$ cat config.mk
export PLATFORM = sky130hd
export DESIGN_NAME = demod_frame_avg
export DESIGN_NICKNAME = d
export VERILOG_FILES = /design/src/rtl/demod_frame_avg.sv
export SDC_FILE = /design/constraint.sdc
export NUM_CORES = 1
export LEC_CHECK = 0
export CORE_MARGIN = 8
export CORE_UTILIZATION = 58
export DETAILED_ROUTE_END_ITERATION = 12
export DONT_BUFFER_PORTS = 1
export MAX_ROUTING_LAYER = met4
export PLACE_DENSITY = 0.71
export SKIP_LAST_GASP = 1
export SLEW_MARGIN = 0
export SYNTH_ARGS = -nofsm -noshare
export SYNTH_HDL_FRONTEND = slang
export SYNTH_SLANG_ARGS = --single-unit
$ cat constraint.sdc
create_clock -name Clk -period 4 [get_ports Clk]
set_clock_uncertainty 0.15 [all_clocks]
set_input_delay 1 -clock Clk [delete_from_list [all_inputs] [get_ports Clk]]
set_output_delay 1 -clock Clk [all_outputs]
set_load 0.005 [all_outputs]
$ cat src/rtl/demod_frame_avg.sv
// demod_frame_avg: averages 2^AVG_LOG2 demod results per electrode-pair
// measurement after discarding SKIP settling results, and hands each
// average with its index to the frame buffer over a valid/ready port.
//
// Ports:
//   Clk, Rst            clock, synchronous active-high reset
//   Start               one-cycle frame start, honoured only when idle
//   DemodRdy            one-cycle strobe, DemodRslt/Otr valid
//   DemodRslt, Otr      signed 32-bit demod result, ADC over-range flag
//   MeasIdx             current measurement index (drives switching)
//   OutVld/OutRdy       valid/ready handshake towards the frame buffer
//   OutDat/OutIdx/OutOvr averaged result, its index, over-range seen
//   FrameDone           one-cycle pulse after the last transfer
//   Busy                high whenever not idle
//   DropErr             sticky, a result arrived while waiting in OUT
module demod_frame_avg #(
    parameter int AVG_LOG2 = 2,
    parameter int SKIP     = 1,
    parameter int NMEAS    = 66
) (
    input  logic        Clk,
    input  logic        Rst,
    input  logic        Start,
    input  logic        DemodRdy,
    input  logic [31:0] DemodRslt,
    input  logic        Otr,
    output logic [6:0]  MeasIdx,
    output logic        OutVld,
    input  logic        OutRdy,
    output logic [31:0] OutDat,
    output logic [6:0]  OutIdx,
    output logic        OutOvr,
    output logic        FrameDone,
    output logic        Busy,
    output logic        DropErr
);

    typedef enum logic [1:0] {
        S_IDLE,
        S_SKIP,
        S_ACC,
        S_OUT
    } state_t;

    localparam logic [6:0] AVG_LAST  = 7'((1 << AVG_LOG2) - 1);
    localparam logic [3:0] SKIP_LAST = 4'((SKIP > 0) ? SKIP - 1 : 0);
    localparam logic [6:0] IDX_LAST  = 7'(NMEAS - 1);
    // With no settling results to drop, a new index goes straight to ACC.
    localparam state_t     FIRST     = (SKIP == 0) ? S_ACC : S_SKIP;

    state_t             state;
    state_t             nxt;
    logic [3:0]         skip_cnt;
    logic [6:0]         smp_cnt;
    logic signed [39:0] acc;
    logic signed [39:0] sum;
    logic               ovr;
    logic               xfer;
    logic               last_smp;
    logic               last_idx;

    assign sum      = acc + $signed({{8{DemodRslt[31]}}, DemodRslt});
    assign xfer     = (state == S_OUT) && OutRdy;
    assign last_smp = (state == S_ACC) && DemodRdy
                      && (smp_cnt == AVG_LAST);
    assign last_idx = (MeasIdx == IDX_LAST);
    assign OutVld   = (state == S_OUT);
    assign Busy     = (state != S_IDLE);

    always_ff @(posedge Clk) begin
        if (Rst) begin
            state <= S_IDLE;
        end else begin
            state <= nxt;
        end
    end

    always_comb begin
        nxt = state;
        unique case (state)
            S_IDLE: if (Start) nxt = FIRST;
            S_SKIP: begin
                if (DemodRdy && (skip_cnt == SKIP_LAST)) nxt = S_ACC;
            end
            S_ACC:  if (last_smp) nxt = S_OUT;
            S_OUT: begin
                if (xfer) nxt = last_idx ? S_IDLE : FIRST;
            end
            default: nxt = S_IDLE;
        endcase
    end

    always_ff @(posedge Clk) begin
        if (Rst) begin
            MeasIdx   <= '0;
            skip_cnt  <= '0;
            smp_cnt   <= '0;
            acc       <= '0;
            ovr       <= 1'b0;
            OutDat    <= '0;
            OutIdx    <= '0;
            OutOvr    <= 1'b0;
            FrameDone <= 1'b0;
            DropErr   <= 1'b0;
        end else begin
            FrameDone <= 1'b0;
            unique case (state)
                S_IDLE: begin
                    if (Start) begin
                        MeasIdx  <= '0;
                        skip_cnt <= '0;
                        smp_cnt  <= '0;
                        acc      <= '0;
                        ovr      <= 1'b0;
                        DropErr  <= 1'b0;
                    end
                end
                S_SKIP: begin
                    if (DemodRdy) skip_cnt <= skip_cnt + 4'd1;
                end
                S_ACC: begin
                    if (DemodRdy) begin
                        acc     <= sum;
                        smp_cnt <= smp_cnt + 7'd1;
                        ovr     <= ovr | Otr;
                    end
                    if (last_smp) begin
                        // Arithmetic shift gives floor rounding.
                        OutDat <= 32'(sum >>> AVG_LOG2);
                        OutIdx <= MeasIdx;
                        OutOvr <= ovr | Otr;
                    end
                end
                S_OUT: begin
                    if (DemodRdy) DropErr <= 1'b1;
                    if (xfer) begin
                        skip_cnt <= '0;
                        smp_cnt  <= '0;
                        acc      <= '0;
                        ovr      <= 1'b0;
                        if (last_idx) begin
                            MeasIdx   <= '0;
                            FrameDone <= 1'b1;
                        end else begin
                            MeasIdx <= MeasIdx + 7'd1;
                        end
                    end
                end
                default: ;
            endcase
        end
    end

endmodule

==> summary.md <==
| Metric | Value |
|---|---|
| Status | finished, final reports clean |
| Root Buffer | clkbuf_8 |
| Worst slew pin tran | 0.6797 ns |
| Htree depth | 3 |
| Final Worst Setup Slack | roughly 0.55 ns |
| Die area | approximately 13000 um^2 |
| Num CTS Buffers | 9 |
| Number of antenna diodes | 0 |
| Max Cap Viol | 0 |
| Yosys warns | 0 |
| CP top delay family | compound AO/OA/AOI/OAI gates |
| PwrDens | approximately 430 nW/um^2 |
| Crit-path cells | ha_1 > fa_1 > a21o_1 > a221oi_2 > o21ai_2 > o2111a_1 > o21ba_1 > nor2_1 > o21ai_0 > a211o_1 |
| Initial Util | 0.5923 |
| Slew Viols, Final | 0 |
| Area delta synth->final | 5.770% |
| Top-area cell type share of the netlist area | 0.3582 |
| GRT Util Overall | 0.2127 |
| DR iter-0 viols | around 240 |
| Pin count of the biggest net entering global routing | 70 |
| Final Util | 0.6265 |
| Clock latency at the later pin of the worst-skew pair | about 0.37 ns |
| Crit path buf inv count | 0 |
| Clk sink count | a little under 100 |
| Mean Syn Cell Area | around 8.2 um^2 |
| Worst EP required | just over 4 ns |
| Yosys reg bits | 97 |
| Vias per cell | slightly above 6 |
| Post-DP HPWL | approximately 9500 um |
| Drt total wl | ~13000 um |
| Max Buffers Root-to-Sink | 2 |
| Commonest non-fill, non-tap cell in the layout | nand2_1 |
| Synthesized area | between 5000 and 6000 um^2 |
| Worst hold path type | reg -> reg |
| Most frequent cells in the layout | nand2_1, dfxtp_1, a21oi_1, nor2_1, ha_1 |
| Number of synthesized flops with an enable pin | 0 |
| Number of gates resized after CTS | 0 |
| Post-synthesis cell type count | 63 |
| PortBufs | 0 |
| Die W | 112.7 um |
| Vias in the first global route | approximately 4500 |
| Placement Cell Area | roughly 5500 um^2 |
| Die height | 112.7 um |
| WS Path Type | in -> reg |
| Asr flop ratio synth | 0 |
| Max-slew headroom | 0.5430 |
| I/O pins | 89 |
| Cell at the slowest stage of the critical path | fa_1 |
| CP max stage delay | ~0.42 ns |
| Initial antenna violation count | 0 |
| Data arrival, critical path | 3.58 ns |
| Fin Setup TNS | 0 ns |
| Initial DRT Pass Iterations | 5 |
| Synth Net Count | roughly 740 |
| Worst Path Max Fanout | 6 |
| Synth area leaders | dfxtp_1, ha_1, nand2_1 |
| Yosys top cell by area | dfxtp_1 |
| DRC errors left | 0 |
| Vias | 4678 |
| Hold Fails Final Rpt | 0 |
| FMAX | 0.2901 GHz |
| Worst slack, placed | around 0.17 ns |
| Final setup fails | 0 |
| Crit path time final | approximately 3.4 ns |
| Leakage Power | ~2.3 nW |
| Fin area | 5734 um^2 |
| Period utilisation layout | 0.8619 |
| RSZ-0062 raised after global routing | false |
| First-pass GRT wire length | around 22000 um |
| Critical Path Start Type | input pin |
| Fill count | around 800 |
| Worst-path clk slew | 0.11 ns |
| Postcts setup bufs | 0 |
| Share of cells above drive strength 1 | 0.05175 |
| # rows | 35 |
| RD Place Congestion | ~0.86 |
| Main synth FF type | dfxtp_1 |
| Register area share after synthesis | 0.3582 |
| ANT nets after route | 0 |
| TritonCTS clock tree | built |
| VDD IR max | roughly 280 uV |
| Wire per inst | 17.00 um |
| Worst hold slack | 0.3035 ns |
| Global route total overflow | 0 |
| Core area | about 9000 um^2 |
| Final #Nets | roughly 730 |
| CP Capture Type | flop |
| Post-Synthesis Cells | between 600 and 700 |
| CTS Hold Bufs | 0 |
path summary, 6_finish.rpt:
kind	start	endpoint	slack, ns	cells past startpoint
worst max-delay path	DemodRslt[0]	OutDat[28]	0.55	10
worst min-delay path	acc[0]	acc[0]	0.30	2
worst max register to register	acc[0]	OutDat[28]	0.87	10
worst min register to register	acc[0]	acc[0]	0.30	2
sequential cells by signal, summed over array words and instances, names as in the netlist:
| name | count |
|---|---|
| skip_cnt | 4 |
| OutDat | 32 |
| OutOvr | 1 |
| state | 2 |
| ovr | 1 |
| smp_cnt | 7 |
| FrameDone | 1 |
| acc | 34 |
| DropErr | 1 |
| MeasIdx | 7 |
| OutIdx | 7 |
tightest hold or removal path, cell delays in order (launching register included):
cell	delay (ns)
dfxtp_1	0.32
nand2_1	0.05
a21oi_1	0.05
power by group:
group,switching (W),internal (W)
clock,0.000369,0.000358
combinational,0.000474,0.000235
sequential,0.0000413,0.00101
final cells by class:
| cell class | instances | area [um^2] | area share |
|---|---|---|---|
| Multi-Input combinational cell | 521 | 3318 | 0.5787 |
| Sequential cell | 97 | 1942 | 0.3386 |
| Tap cell | 111 | 138.9 | 0.02422 |
| Clock buffer | 9 | 123.9 | 0.02160 |
| Clock inverter | 7 | 98.84 | 0.01724 |
| Inverter | 16 | 60.06 | 0.01047 |
| Timing Repair Buffer | 7 | 52.55 | 0.009164 |
through the flow:
step / std cells / power (W)
global placement: 752 / 0.001762
finish: 768 / 0.002490
CTS: 768 / 0.002503
floorplan: 661 / 0.001617
detailed placement: 752 / 0.001782
global route: 768 / 0.002647
routing by layer:
metal | track usage | vias to the layer above | routed length (um)
li1 | - | 2361 | -
met1 | 0.2479 | 2190 | 5789
met2 | 0.3488 | 107 | 6308
met3 | 0.04509 | 20 | 726
met4 | 0.08903 | 0 | 229
met5 | - | - | 0
cell usage after synthesis, types with 9 or more instances:
cell type / n
o21ai_0: 23
nor3_1: 11
a21o_1: 15
nand3_1: 21
inv_1: 16
dfxtp_1: 97
a22o_1: 9
nor2_1: 63
ha_1: 43
a22oi_1: 12
a211oi_1: 9
xnor2_1: 18
a21oi_1: 68
clkbuf_1: 25
nand2_1: 104
xor2_1: 18
logic make-up (layout without fill, tap and decap cells):
kind of cell	after synthesis	in the layout	share of synthesized area
XOR/XNOR	36	36	0.05816
buffers and inverters	43	39	0.02977
flip-flops	97	97	0.3582
multiplexers	2	2	0.003923
AO/OA/AOI/OAI	197	197	0.2458
AND/OR/NAND/NOR	242	242	0.2012
adder cells (fa/ha/maj)	44	44	0.1029
No activity file was read; power rests on OpenSTA's default activity.
==> edit (config.mk and constraints unchanged) <==
Compare `MeasIdx` against `IDX_LAST` with >= in place of ==.
--- a/src/rtl/demod_frame_avg.sv
+++ b/src/rtl/demod_frame_avg.sv
@@ -64,5 +64,5 @@
     assign last_smp = (state == S_ACC) && DemodRdy
                       && (smp_cnt == AVG_LAST);
-    assign last_idx = (MeasIdx == IDX_LAST);
+    assign last_idx = (MeasIdx >= IDX_LAST);
     assign OutVld   = (state == S_OUT);
     assign Busy     = (state != S_IDLE);
Function: no difference found for any inputs over 4 cycles, from zero or initial values and one cycle with Rst high; that may be too few to reach the edited logic, so the function may still have changed.
==> edit against the unedited design <==
- global-route usage increased by 0.50 points
- cell area increased by 0.65%
- highest routed layer unchanged
- largest cell class unchanged
- synthesized area increased by 2.5%
- wire length increased by 4.7%
- worst setup slack improved by 0.062 ns
- largest power group unchanged
- sequential cell count unchanged
- non-clock buffer count increased by 1
- power increased by 0.18%
==> edit: results (changes against the unedited design) <==
* Crit-path max cell delay at 0.54 ns (was 0.42 ns)
* First-pass GRT wire length at 22500 microns (was 21600 microns)
* R2R setup slack at 0.91 ns (was 0.87 ns)
* Hold Crit Endpoint: OutDat[18] (was acc[0])
* Final #Nets at 731 (was 734)
* Reg2Reg Capture Point: OutDat[31] (was OutDat[28])
* Routability cong. at 0.876 (was 0.855)
* Synth area leaders: dfxtp_1 35%, ha_1 9.7%, nand2_1 6.3% (was dfxtp_1 36%, ha_1 9.9%, nand2_1 7.2%)
* RR Startpoint: acc[12] (was acc[0])
* Layout cells sized above 1 at 0.0535 (was 0.0518)
* Critical Path AT at 3.52 ns (was 3.58 ns)
* Slowest stage cell, crit path: or4_1 (was fa_1)
* Routing usage on met3 at 0.0401 (was 0.0451)
* Post-place setup slack at 0.228 ns (was 0.173 ns)
* Placed Area at 5570 sq um (was 5510 sq um)
* Peak supply drop at 251 uV (was 282 uV)
* Critical hold path startpoint: OutDat[18] (was acc[0])
* Per-cell routed wire length at 17.5 microns (was 17.0 microns)
* Slew margin rel. at 0.451 (was 0.543)
* Most frequent cells after synthesis: 97 x dfxtp_1, 93 x nand2_1, 69 x nor2_1 (was 104 x nand2_1, 97 x dfxtp_1, 68 x a21oi_1)
* GRT Total Usage at 0.218 (was 0.213)
* Number of global-route vias before repair at 4460 (was 4486)
* Status: completed (unchanged)
* CP top delay family: simple AND/OR/NAND/NOR gates (was compound AO/OA/AOI/OAI gates)
* Via count at 4683 (was 4678)
* Largest net degree at the start of global routing at 78 (was 70)
* LEAKAGE at 2.39 nW (was 2.32 nW)
* Met2 Use GR at 0.355 (was 0.349)
-- edit: changes by cell type in the layout (fill, tap and decap cells not counted), sizes merged, moves of 6 or more --
cell and delta:
xor2 +7, nor2 +6, nand4 +8, nand2 -11
a21o +11, inv -7, a22oi +6
-- edit: cell type report --
class,instances,area (sq um)
fillers,879,3510
clock inverters,6,75.1
well taps,129,161
clock buffers,10,128
inverters,10,37.5
repair buffers,8,60.1
flip-flops and latches,97,1940
multi-input cells,523,3370
-- edit: power by group --
part,total (W),internal [W],switching (W),leakage (nW)
Clock,0.000673,0.000298,0.000374,0.0926
Sequential,0.00107,0.00102,0.0000567,0.782
Combinational,0.000748,0.000267,0.000482,1.52
Total,0.00249,0.00158,0.000913,2.39
-- edit: worst max-delay path by stage --
stage	startpoint	to	slack, ns	depth (start not counted)
global route	DemodRslt[0]	acc[32]	0.45	11
CTS	DemodRslt[12]	OutDat[31]	0.61	10
global placement	DemodRslt[12]	OutDat[31]	0.36	10
detailed placement	DemodRslt[12]	OutDat[31]	0.23	10
floorplan	DemodRslt[12]	OutDat[31]	0.57	11
finish	DemodRslt[12]	OutDat[31]	0.61	10
-- edit: per-layer routing --
metal  vias to the layer above  wire length [microns]
met2                       112                   6430
li1                       2345                      -
met5                         -                      0
met3                        14                    749
met1                      2212                   6300
met4                         0                    189
-- edit: cell families (layout without fill, tap and decap cells) --
logic type | after synthesis | after routing | synth area share
xor gates and xnor gates | 43 | 43 | 0.0678
adders and majority gates | 44 | 44 | 0.100
buffers and inverters | 41 | 34 | 0.0446
muxes | 4 | 4 | 0.00946
AOI/OAI and AO/OA | 194 | 194 | 0.230
and+or+nand+nor | 238 | 238 | 0.199
DFF | 97 | 97 | 0.349
-- edit: through the flow --
stage	utilization	instances	power (W)	hold WS (ns)
after floorplan	-	661	0.00167	0.279
after global placement	0.600	767	0.00182	0.299
after detailed placement	0.600	767	0.00184	0.312
after CTS	0.622	783	0.00251	0.331
after global routing	0.622	783	0.00264	0.345
final	0.622	783	0.00249	0.326
-- edit: tightest hold or removal path, cell delays in order, from the launching register on --
cell and delay (ns):
dfxtp_1 0.34, nand2_1 0.06, a21oi_1 0.05
